==> src/rtl/sel_button_counter_pkg.sv <==
// Shared definitions for the pushbutton-to-select-code front end of the
// 4-bit selection decoder.
package sel_button_counter_pkg;

  // Select code width seen by the decoder, and the default top code (1..10 -> 0..9).
  localparam int SEL_W       = 4;
  localparam int SEL_MAX_DEF = 9;

  // Debounce lengths: ~2.5 ms at 100 MHz for silicon, a few cycles for simulation.
  localparam int DEBOUNCE_SYN = 250000;
  localparam int DEBOUNCE_SIM = 4;

  typedef logic [SEL_W-1:0] sel_t;

  // What the select counter is asked to do in a given cycle.
  typedef enum logic [1:0] {
    CMD_HOLD = 2'd0,
    CMD_UP   = 2'd1,
    CMD_DOWN = 2'd2
  } cmd_e;

  // Coincident up and down events cancel each other out.
  function automatic cmd_e decode_cmd(input logic up, input logic dn);
    if (up && !dn) return CMD_UP;
    if (dn && !up) return CMD_DOWN;
    return CMD_HOLD;
  endfunction

endpackage

==> src/rtl/sel_button_counter_btn.sv <==
// One pushbutton conditioner: 2-FF synchronizer, counter debouncer and a
// single-cycle pulse on the rising edge of the debounced level.
module btn_debounce
  import sel_button_counter_pkg::*;
#(
  parameter int DEBOUNCE_CYCLES = DEBOUNCE_SYN
) (
  input  logic Clk_i,
  input  logic Rst_n_i,
  input  logic Btn_i,
  output logic Stable_o,
  output logic Press_o
);

  localparam int                CNT_W    = $clog2(DEBOUNCE_CYCLES + 1);
  localparam logic [CNT_W-1:0] CNT_LAST = CNT_W'(DEBOUNCE_CYCLES - 1);

  logic             sync1;
  logic             sync2;
  logic             stable;
  logic             stable_q;
  logic [CNT_W-1:0] cnt;

  // Bring the asynchronous button level into the clock domain.
  // NOTE: non-blocking assignments in clocked blocks so every flop samples
  // the pre-edge value of its neighbour; blocking here would collapse the
  // two synchronizer stages into one.
  always_ff @(posedge Clk_i or negedge Rst_n_i) begin
    if (!Rst_n_i) begin
      sync1 <= 1'b0;
      sync2 <= 1'b0;
    end else begin
      sync1 <= Btn_i;
      sync2 <= sync1;
    end
  end

  // Flip the stable level only after DEBOUNCE_CYCLES consecutive differing samples;
  // any return to the stable level restarts the count.
  always_ff @(posedge Clk_i or negedge Rst_n_i) begin
    if (!Rst_n_i) begin
      stable <= 1'b0;
      cnt    <= '0;
    end else if (sync2 == stable) begin
      cnt <= '0;
    end else if (cnt == CNT_LAST) begin
      stable <= sync2;
      cnt    <= '0;
    end else begin
      cnt <= cnt + 1'b1;
    end
  end

  // Delayed copy of the stable level for rising-edge detection.
  always_ff @(posedge Clk_i or negedge Rst_n_i) begin
    if (!Rst_n_i) stable_q <= 1'b0;
    else          stable_q <= stable;
  end

  assign Stable_o = stable;
  assign Press_o  = stable & ~stable_q;

endmodule

==> src/rtl/sel_button_counter.sv <==
// Turns the up/down pushbuttons into the 0..SEL_MAX select code for the
// selection decoder, with a one-cycle pulse whenever the code moves.
module sel_button_counter
  import sel_button_counter_pkg::*;
#(
  parameter int DEBOUNCE_CYCLES = DEBOUNCE_SYN,
  parameter int SEL_MAX         = SEL_MAX_DEF,
  parameter int WRAP            = 0
) (
  input  logic             Clk_i,
  input  logic             Rst_n_i,
  input  logic             BtnUp_i,
  input  logic             BtnDn_i,
  output logic [SEL_W-1:0] Sel_o,
  output logic             Changed_o
);

  localparam sel_t SEL_TOP = sel_t'(SEL_MAX);

  logic up_stable;
  logic up_press;
  logic dn_stable;
  logic dn_press;
  logic unused_stable;
  sel_t sel_q;
  sel_t sel_d;
  logic changed_q;
  cmd_e cmd;

  btn_debounce #(.DEBOUNCE_CYCLES(DEBOUNCE_CYCLES)) u_btn_up (
    .Clk_i    (Clk_i),
    .Rst_n_i  (Rst_n_i),
    .Btn_i    (BtnUp_i),
    .Stable_o (up_stable),
    .Press_o  (up_press)
  );

  btn_debounce #(.DEBOUNCE_CYCLES(DEBOUNCE_CYCLES)) u_btn_dn (
    .Clk_i    (Clk_i),
    .Rst_n_i  (Rst_n_i),
    .Btn_i    (BtnDn_i),
    .Stable_o (dn_stable),
    .Press_o  (dn_press)
  );

  // Only the press pulses drive the counter; the levels are left for other users.
  assign unused_stable = up_stable ^ dn_stable;

  assign cmd = decode_cmd(up_press, dn_press);

  // Next select code: step, saturate or wrap at the ends of 0..SEL_MAX.
  // NOTE: sel_d gets its default before the case so no path leaves it
  // unassigned, which would otherwise infer a latch.
  always_comb begin
    sel_d = sel_q;
    case (cmd)
      CMD_UP:   sel_d = (sel_q == SEL_TOP) ? ((WRAP != 0) ? '0 : SEL_TOP) : sel_q + 1'b1;
      CMD_DOWN: sel_d = (sel_q == '0) ? ((WRAP != 0) ? SEL_TOP : '0) : sel_q - 1'b1;
      default:  sel_d = sel_q;
    endcase
  end

  // Select register and its change flag, which rises together with the new code.
  always_ff @(posedge Clk_i or negedge Rst_n_i) begin
    if (!Rst_n_i) begin
      sel_q     <= '0;
      changed_q <= 1'b0;
    end else begin
      sel_q     <= sel_d;
      changed_q <= (sel_d != sel_q);
    end
  end

  assign Sel_o     = sel_q;
  assign Changed_o = changed_q;

endmodule

==> config.mk <==
export PLATFORM = sky130hd
export DESIGN_NAME = sel_button_counter
export DESIGN_NICKNAME = d
export VERILOG_FILES = /design/src/rtl/sel_button_counter_pkg.sv /design/src/rtl/sel_button_counter_btn.sv /design/src/rtl/sel_button_counter.sv
export SDC_FILE = /design/constraint.sdc
export NUM_CORES = 1
export LEC_CHECK = 0
export ABC_AREA = 1
export CAP_MARGIN = 20
export CELL_PAD_IN_SITES_DETAIL_PLACEMENT = 2
export CELL_PAD_IN_SITES_GLOBAL_PLACEMENT = 2
export CORE_MARGIN = 4
export CORE_UTILIZATION = 37
export DETAILED_ROUTE_END_ITERATION = 6
export PLACE_DENSITY = 0.79
export REMOVE_ABC_BUFFERS = 1
export SKIP_LAST_GASP = 1
export SYNTH_ARGS = -nofsm -noshare
export SYNTH_HDL_FRONTEND = slang
export SYNTH_HIERARCHICAL = 1
export SYNTH_SLANG_ARGS = --single-unit
==> constraint.sdc <==
create_clock -name Clk_i -period 2.1 [get_ports Clk_i]
set_input_delay 0.42 -clock Clk_i [delete_from_list [all_inputs] [get_ports Clk_i]]
set_output_delay 0.42 -clock Clk_i [all_outputs]
set_load 0.1 [all_outputs]
==> reports/metrics.yaml, run 1 <==
place:
  place.gp.congestion: 0.763
  place_ws_ns: 0.392
  numPlacedInstances: 466
  port_buffers: 8
  place_hpwl_um: 5710
floorplan:
  initial_core_util_pct: 38.4
  num_rows: 31
  num_io_pins: 9
  die-area_mm2: 0.00906
  fp.dieH_um: 95.2
  coreArea_mm2: 0.00733
  die_x_um: 95.2
synthesis:
  syn-cell-area_mm2: 0.00281
  synth_area_leaders: "dfrtp_1, nor2_1, nand2_1, inv_1, nand3_1"
  syn_area_per_cell_um2: 7.90
  synth.most_common_cell: "nor2_1"
  synth-seq-area-share_pct: 43.6
  yosys_warnings: 6
  ys.flop_type: "dfrtp_1"
  synth_top_cell_by_area: "dfrtp_1"
  synth_edf_count: 0
  yosys_register_bits: 49
  ys_types: 25
  netlist.area_leader.share_pct: 43.6
  ys_async_sr_fraction_pct: 100
  synthCells: 356
  yosys-top-cells-count: "nor2_1, nand2_1, dfrtp_1"
setup_path:
  cp_top_family: "simple AND/OR/NAND/NOR gates"
  critPathBufInv: 2
  crit_path_end_kind: "flip-flop"
  cp_max_fo: 4
  critPathMaxStageDelay_ns: 0.43
  cp_data_required_time_ns: 2.30
  worstSetupPathType: "flip-flop to flip-flop"
  setup.worst_path.start_class: "flip-flop"
  cp_slowest_cell: "dfrtp_1"
  path_cells: "inv_1 > nor2_1 > ha_1 > inv_1 > a21oi_1 > nand3_2 > nand4_1 > nand2_1 > nor2_1 > nand2_1"
  worstPathArrival_ns: 1.91
clock_network:
  h-tree-depth: 2
  cts_resized: 0
  cts_tree: "yes"
  cts_buffers: 5
  clock-sinks: 49
  cts_buffer_depth: 2
  cts.clk_slew.worst_paths_ns: 0.11
  cts_hold_buf: 0
  clk_latency_ns: 0.31
  post-cts-setup-buffers: 0
  cts_root_buf: "clkbuf_8"
routing:
  vias: 2371
  met3_wirelength_um: 121
  maxUsedRoutingLayer: "met4"
  dr.pass1.iters: 4
  route.met2.wl_um: 3730
  drc: 0
  wire_per_inst_um: 15.3
  drtIter0Drc: 43
  antenna_left: 0
  routed_via_density: 5.00
  met1_length_um: 3320
  wirelength_um: 7230
power:
  p_leak_nw: 1.45
  ir_worst_vdd_uv: 224
  p_per_area_mw_per_mm2: 520
grt:
  grt_start_max_net_pins: 30
  grt_usage_pct: 17.6
  grt_pass1_wl_um: 12400
  grt_pass1_vias: 2551
  overflow: 0
  antenna_found_initial: 0
sta:
  finalSetupTns_ns: 0
  final-hold-violation-count: 0
  max_slew.worst_pin.slew_ns: 0.540
  period_minus_slack_ns: 1.71
  grt_setup_unrepaired: "no"
  setup_viol: 0
  max_freq_mhz: 584
  worst_slack_ns: 0.389
  period_share_pct: 81.5
  drv_slew: 0
  skew_ns: 0.0100
  max_slew_margin_pct: 64.0
finish:
  final_util_pct: 42.9
  diodes: 0
  fin_cells: 474
  drive_gt1_share_pct: 14.9
  finalNetCount: 385
  area_growth_pct: 11.8
run_status:
  status: "complete, no violations"
worst_hold_path:
  timing.hold.worst.class: "input pin to async pin"
run:
  maxCapViolCount: 0
metrics by stage:
| step | hold slack, ns | power [mW] | cell area (µm²) |
|---|---|---|---|
| CTS | 0.0891 | 1.67 | 3150 |
| detailed placement | 0.339 | 1.06 | 3060 |
| floorplan | 0.124 | 1.01 | 2800 |
| finish | 0.0802 | 1.64 | 3150 |
| global route | 0.103 | 1.72 | 3150 |
| global placement | 0.334 | 1.06 | 3060 |
path summary, 6_finish.rpt:
path | startpoint | to | slack (ns) | depth (start not counted)
worst max-delay path | u_btn_up/Stable_o | Changed_o | 0.39 | 10
min in group Clk_i | u_btn_up/sync1 | u_btn_up/sync2 | 0.36 | 0
max in group asynchronous | Rst_n_i | u_btn_up/cnt[0] | 1.47 | 2
worst min-delay path | Rst_n_i | u_btn_up/cnt[8] | 0.08 | 1
worst min register to register | u_btn_up/sync1 | u_btn_up/sync2 | 0.36 | 0
worst max register to register | u_btn_up/Stable_o | Changed_o | 0.39 | 10
registers in the layout, indices dropped and copies added, names as in the netlist:
signal	cells
u_btn_up/stable_q	1
u_btn_dn/Stable_o	1
u_btn_dn/stable_q	1
Sel_o	4
u_btn_up/Stable_o	1
u_btn_up/sync1	1
Changed_o	1
u_btn_dn/cnt	18
u_btn_up/cnt	18
u_btn_up/sync2	1
u_btn_dn/sync2	1
u_btn_dn/sync1	1
final cells by class:
cell class	count	area, µm²
Timing Repair Buffer	12	130
Sequential cell	49	1230
Inverter	49	184
Tap cell	99	124
Clock inverter	3	21.3
Multi-Input combinational cell	257	1390
Fill cell	856	4190
Clock buffer	5	68.8
power by group:
group	switching, mW	total (mW)	internal, mW
Clock	0.357	0.595	0.238
Combinational	0.0487	0.0717	0.0230
Sequential	0.0141	0.970	0.956
Total	0.420	1.64	1.22
placed cells by master (no fill, tap or decap), drive strengths merged, types with 3 or more instances in the layout:
cell / count
nor2: 85
nand2: 76
inv: 50
dfrtp: 49
nand3: 36
a21oi: 16
xor2: 14
buf: 10
ha: 7
nand4: 6
clkbuf: 5
nor3: 4
xnor2: 4
o21ai: 3
cell families after synthesis:
kind of cell | count (synthesis) | synth area share, %
simple gates | 210 | 36.1
compound gates | 22 | 4.09
flops | 49 | 43.6
fa+ha+maj | 7 | 3.11
buf+inv | 50 | 6.94
xor+xnor | 18 | 6.14
routing by layer:
layer | GRT usage (%) | vias to the layer above
met5 | 0 | -
met4 | 4.09 | 0
li1 | - | 1148
met2 | 32.0 | 21
met3 | 2.37 | 4
met1 | 21.9 | 1198
No activity file was read; power rests on OpenSTA's default activity.
==> inputs of run 2 (changes only) <==
Settings changed: CORE_UTILIZATION 37 to 33, PLACE_DENSITY 0.79 to 0.75.
Clock period 2.1 ns to 1.5 ns, I/O delays scaled along.
==> run 2 against run 1 <==
Against the previous run: the run now ends with setup timing left; worst hold slack improved by 0.29 ns; critical path depth rose by 1; via count rose by 4.9%; utilization barely moved; global-route usage fell by 1.1 points.
==> reports/metrics.yaml, run 2 (synthesized netlist as in run 1, its figures left out) <==
worst_hold_path:
  timing.hold.worst.class: "flip-flop to flip-flop"  # was input pin to async pin
  min-delay-start: "u_btn_dn/sync1"
  hold_path_depth: 0
  min_to: "u_btn_dn/sync2"
sta:
  drv_slew: 0  # unchanged
  max_slew.worst_pin.slew_ns: 0.436  # was 0.540 ns
  max_slew_margin_pct: 70.9  # was 64.0%
  finalSetupTns_ns: -0.0360  # was 0 ns
  final-hold-violation-count: 0  # unchanged
  period_share_pct: 102  # was 81.5%
  max_freq_mhz: 651  # was 584 MHz
  skew_ns: 0.0153  # was 0.0100 ns
  setup_viol: 1  # was 0
  grt_setup_unrepaired: "yes"  # was no
  period_minus_slack_ns: 1.54  # was 1.71 ns
  worst_slack_ns: -0.0360  # was 0.389 ns
grt:
  antenna_found_initial: 0  # unchanged
  grt_usage_pct: 16.5  # was 17.6%
  overflow: 0  # unchanged
  grt_pass1_vias: 2768  # was 2,551
  grt_pass1_wl_um: 13200  # was 12,400 µm
  grt_start_max_net_pins: 36  # was 30
setup_path:
  setup.worst_path.start_class: "flip-flop"  # unchanged
  crit_path_end_kind: "flip-flop"  # unchanged
  cp_max_fo: 4  # unchanged
  worstSetupPathType: "flip-flop to flip-flop"  # unchanged
  reg2reg_slack_ns: -0.04  # was 0.39 ns
  r2r_start: "u_btn_dn/stable_q"  # was u_btn_up/Stable_o
  rr_worst_depth: 11  # was 10
  timing.rr.end: "Changed_o"  # unchanged
  worstPathArrival_ns: 1.74  # was 1.91 ns
  cp_data_required_time_ns: 1.71  # was 2.30 ns
routing:
  wirelength_um: 8000  # was 7230 µm
  antenna_left: 0  # unchanged
  drc: 0  # unchanged
  routed_via_density: 4.88  # was 5.00
  wire_per_inst_um: 15.7  # was 15.3 µm
  drtIter0Drc: 45  # was 43
  vias: 2488  # was 2,371
  dr.pass1.iters: 4  # unchanged
clock_network:
  clock-sinks: 49  # unchanged
  cts_buffer_depth: 2  # unchanged
  cts_root_buf: "clkbuf_8"  # unchanged
  cts.clk_slew.worst_paths_ns: 0.10  # was 0.11 ns
  h-tree-depth: 2  # unchanged
  cts_buffers: 5  # unchanged
  clk_latency_ns: 0.31  # about the same
  cts_tree: "yes"  # unchanged
power:
  p_leak_nw: 1.58  # was 1.45 nW
  p_per_area_mw_per_mm2: 649  # was 520 mW/mm²
  pwr-share-comb_pct: 6.2  # was 4.4%
  switching_share_pct: 25.0  # was 25.7%
  cellInternalPower_mw: 1.72  # was 1.22 mW
  ir_worst_vdd_uv: 353  # was 224 µV
  p_switching_mw: 0.576  # was 0.420 mW
  p_seq_share_pct: 59.0  # was 59.3%
  p_clk_share_pct: 34.8  # was 36.3%
finish:
  layout_common_cells: "nor2_1, nand2_1, dfrtp_1"  # unchanged
  stdcell_area_mm2: 0.00354  # was 0.00315 mm²
  drive_gt1_share_pct: 26.7  # was 14.9%
  multi_input_area_mm2: 0.00149  # was 0.00139 mm²
  register_area_mm2: 0.00123  # about the same
  area_growth_pct: 25.9  # was 11.8%
  finalNetCount: 415  # was 385
  final_common_cell: "nor2_1"  # unchanged
  fillCellCount: 967  # was 856
  diodes: 0  # unchanged
floorplan:
  die_x_um: 100  # was 95.2 µm
  fp.dieH_um: 100  # was 95.2 µm
  num_io_pins: 9  # unchanged
  initial_core_util_pct: 34.1  # was 38.4%
  coreArea_mm2: 0.00826  # was 0.00733 mm²
  die-area_mm2: 0.0101  # was 0.00906 mm²
  num_rows: 33  # was 31
run_status:
  violations: "setup timing"
  status: "finished with violations"  # was complete, no violations
place:
  place.gp.congestion: 0.848  # was 0.763
  place_hpwl_um: 5870  # was 5710 µm
  port_buffers: 8  # unchanged
  place_ws_ns: -0.0486  # was 0.392 ns
  placed_area_mm2: 0.00328  # was 0.00306 mm²
run:
  maxCapViolCount: 0  # unchanged
## run 2: per-stage QoR
stage          util [%]  total power [mW]  std cells  hold WS (ns)
2_1_floorplan         -              1.42        355       0.00441
3_3_place_gp       39.7              1.50        494         0.263
3_5_place_dp       39.7              1.51        494         0.270
4_1_cts            41.0              2.35        503         0.377
5_1_grt            42.9              2.43        510         0.382
6_report           42.9              2.30        510         0.367
## run 2: worst max-delay path by stage
stage                       from   endpoint  slack, ns  cells past startpoint
2_1_floorplan           Sel_o[0]  Changed_o      -0.77                     10
3_3_place_gp   u_btn_up/Stable_o  Changed_o     -0.006                      9
3_5_place_dp   u_btn_dn/Stable_o  Changed_o      -0.05                     11
4_1_cts        u_btn_dn/Stable_o  Changed_o      -0.02                     11
5_1_grt        u_btn_dn/stable_q  Changed_o      -0.14                     11
6_report       u_btn_dn/stable_q  Changed_o      -0.04                     11
## run 2: power groups by stage
stage                     Clock (mW)  Sequential, mW  Combinational, mW
final                          0.801            1.36              0.142
after global routing           0.908            1.36              0.163
after CTS                      0.858            1.35              0.134
after detailed placement           0            1.38              0.131
after global placement             0            1.38              0.127
after floorplan                    0            1.38             0.0397
## run 2: cell type report
type,instances,share of cell area (%)
Multi-Input combinational cell,257,42.0
Sequential cell,49,34.7
Timing Repair Buffer,42,11.7
Inverter,49,5.40
Tap cell,105,3.71
Clock buffer,5,1.94
Clock inverter,3,0.495
## run 2: worst max-delay path: stages (launching register included)
cell	delay [ns]
dfrtp_1	0.42
nor2_2	0.21
inv_1	0.11
ha_4	0.19
inv_1	0.07
a21oi_2	0.04
nand3_2	0.08
nand2_2	0.05
nand3_1	0.06
nand2_1	0.06
nor2_1	0.10
nand2_1	0.05
## run 2: repair_timing
action                     CTS  global route
setup buffers                0             7
pin swaps                    0             8
gates resized for setup      5            30
setup endpoints to repair    4            18
hold endpoints to repair    14             0
cloned                       0             0
hold buffers                 1             0
## run 2: routing by layer
layer / wire length (µm) / global-route usage [%] / vias up
met5: 0 / 0 / -
met4: 123 / 3.42 / 0
met3: 110 / 2.50 / 9
met2: 4330 / 30.9 / 15
met1: 3440 / 19.8 / 1261
li1: - / - / 1203
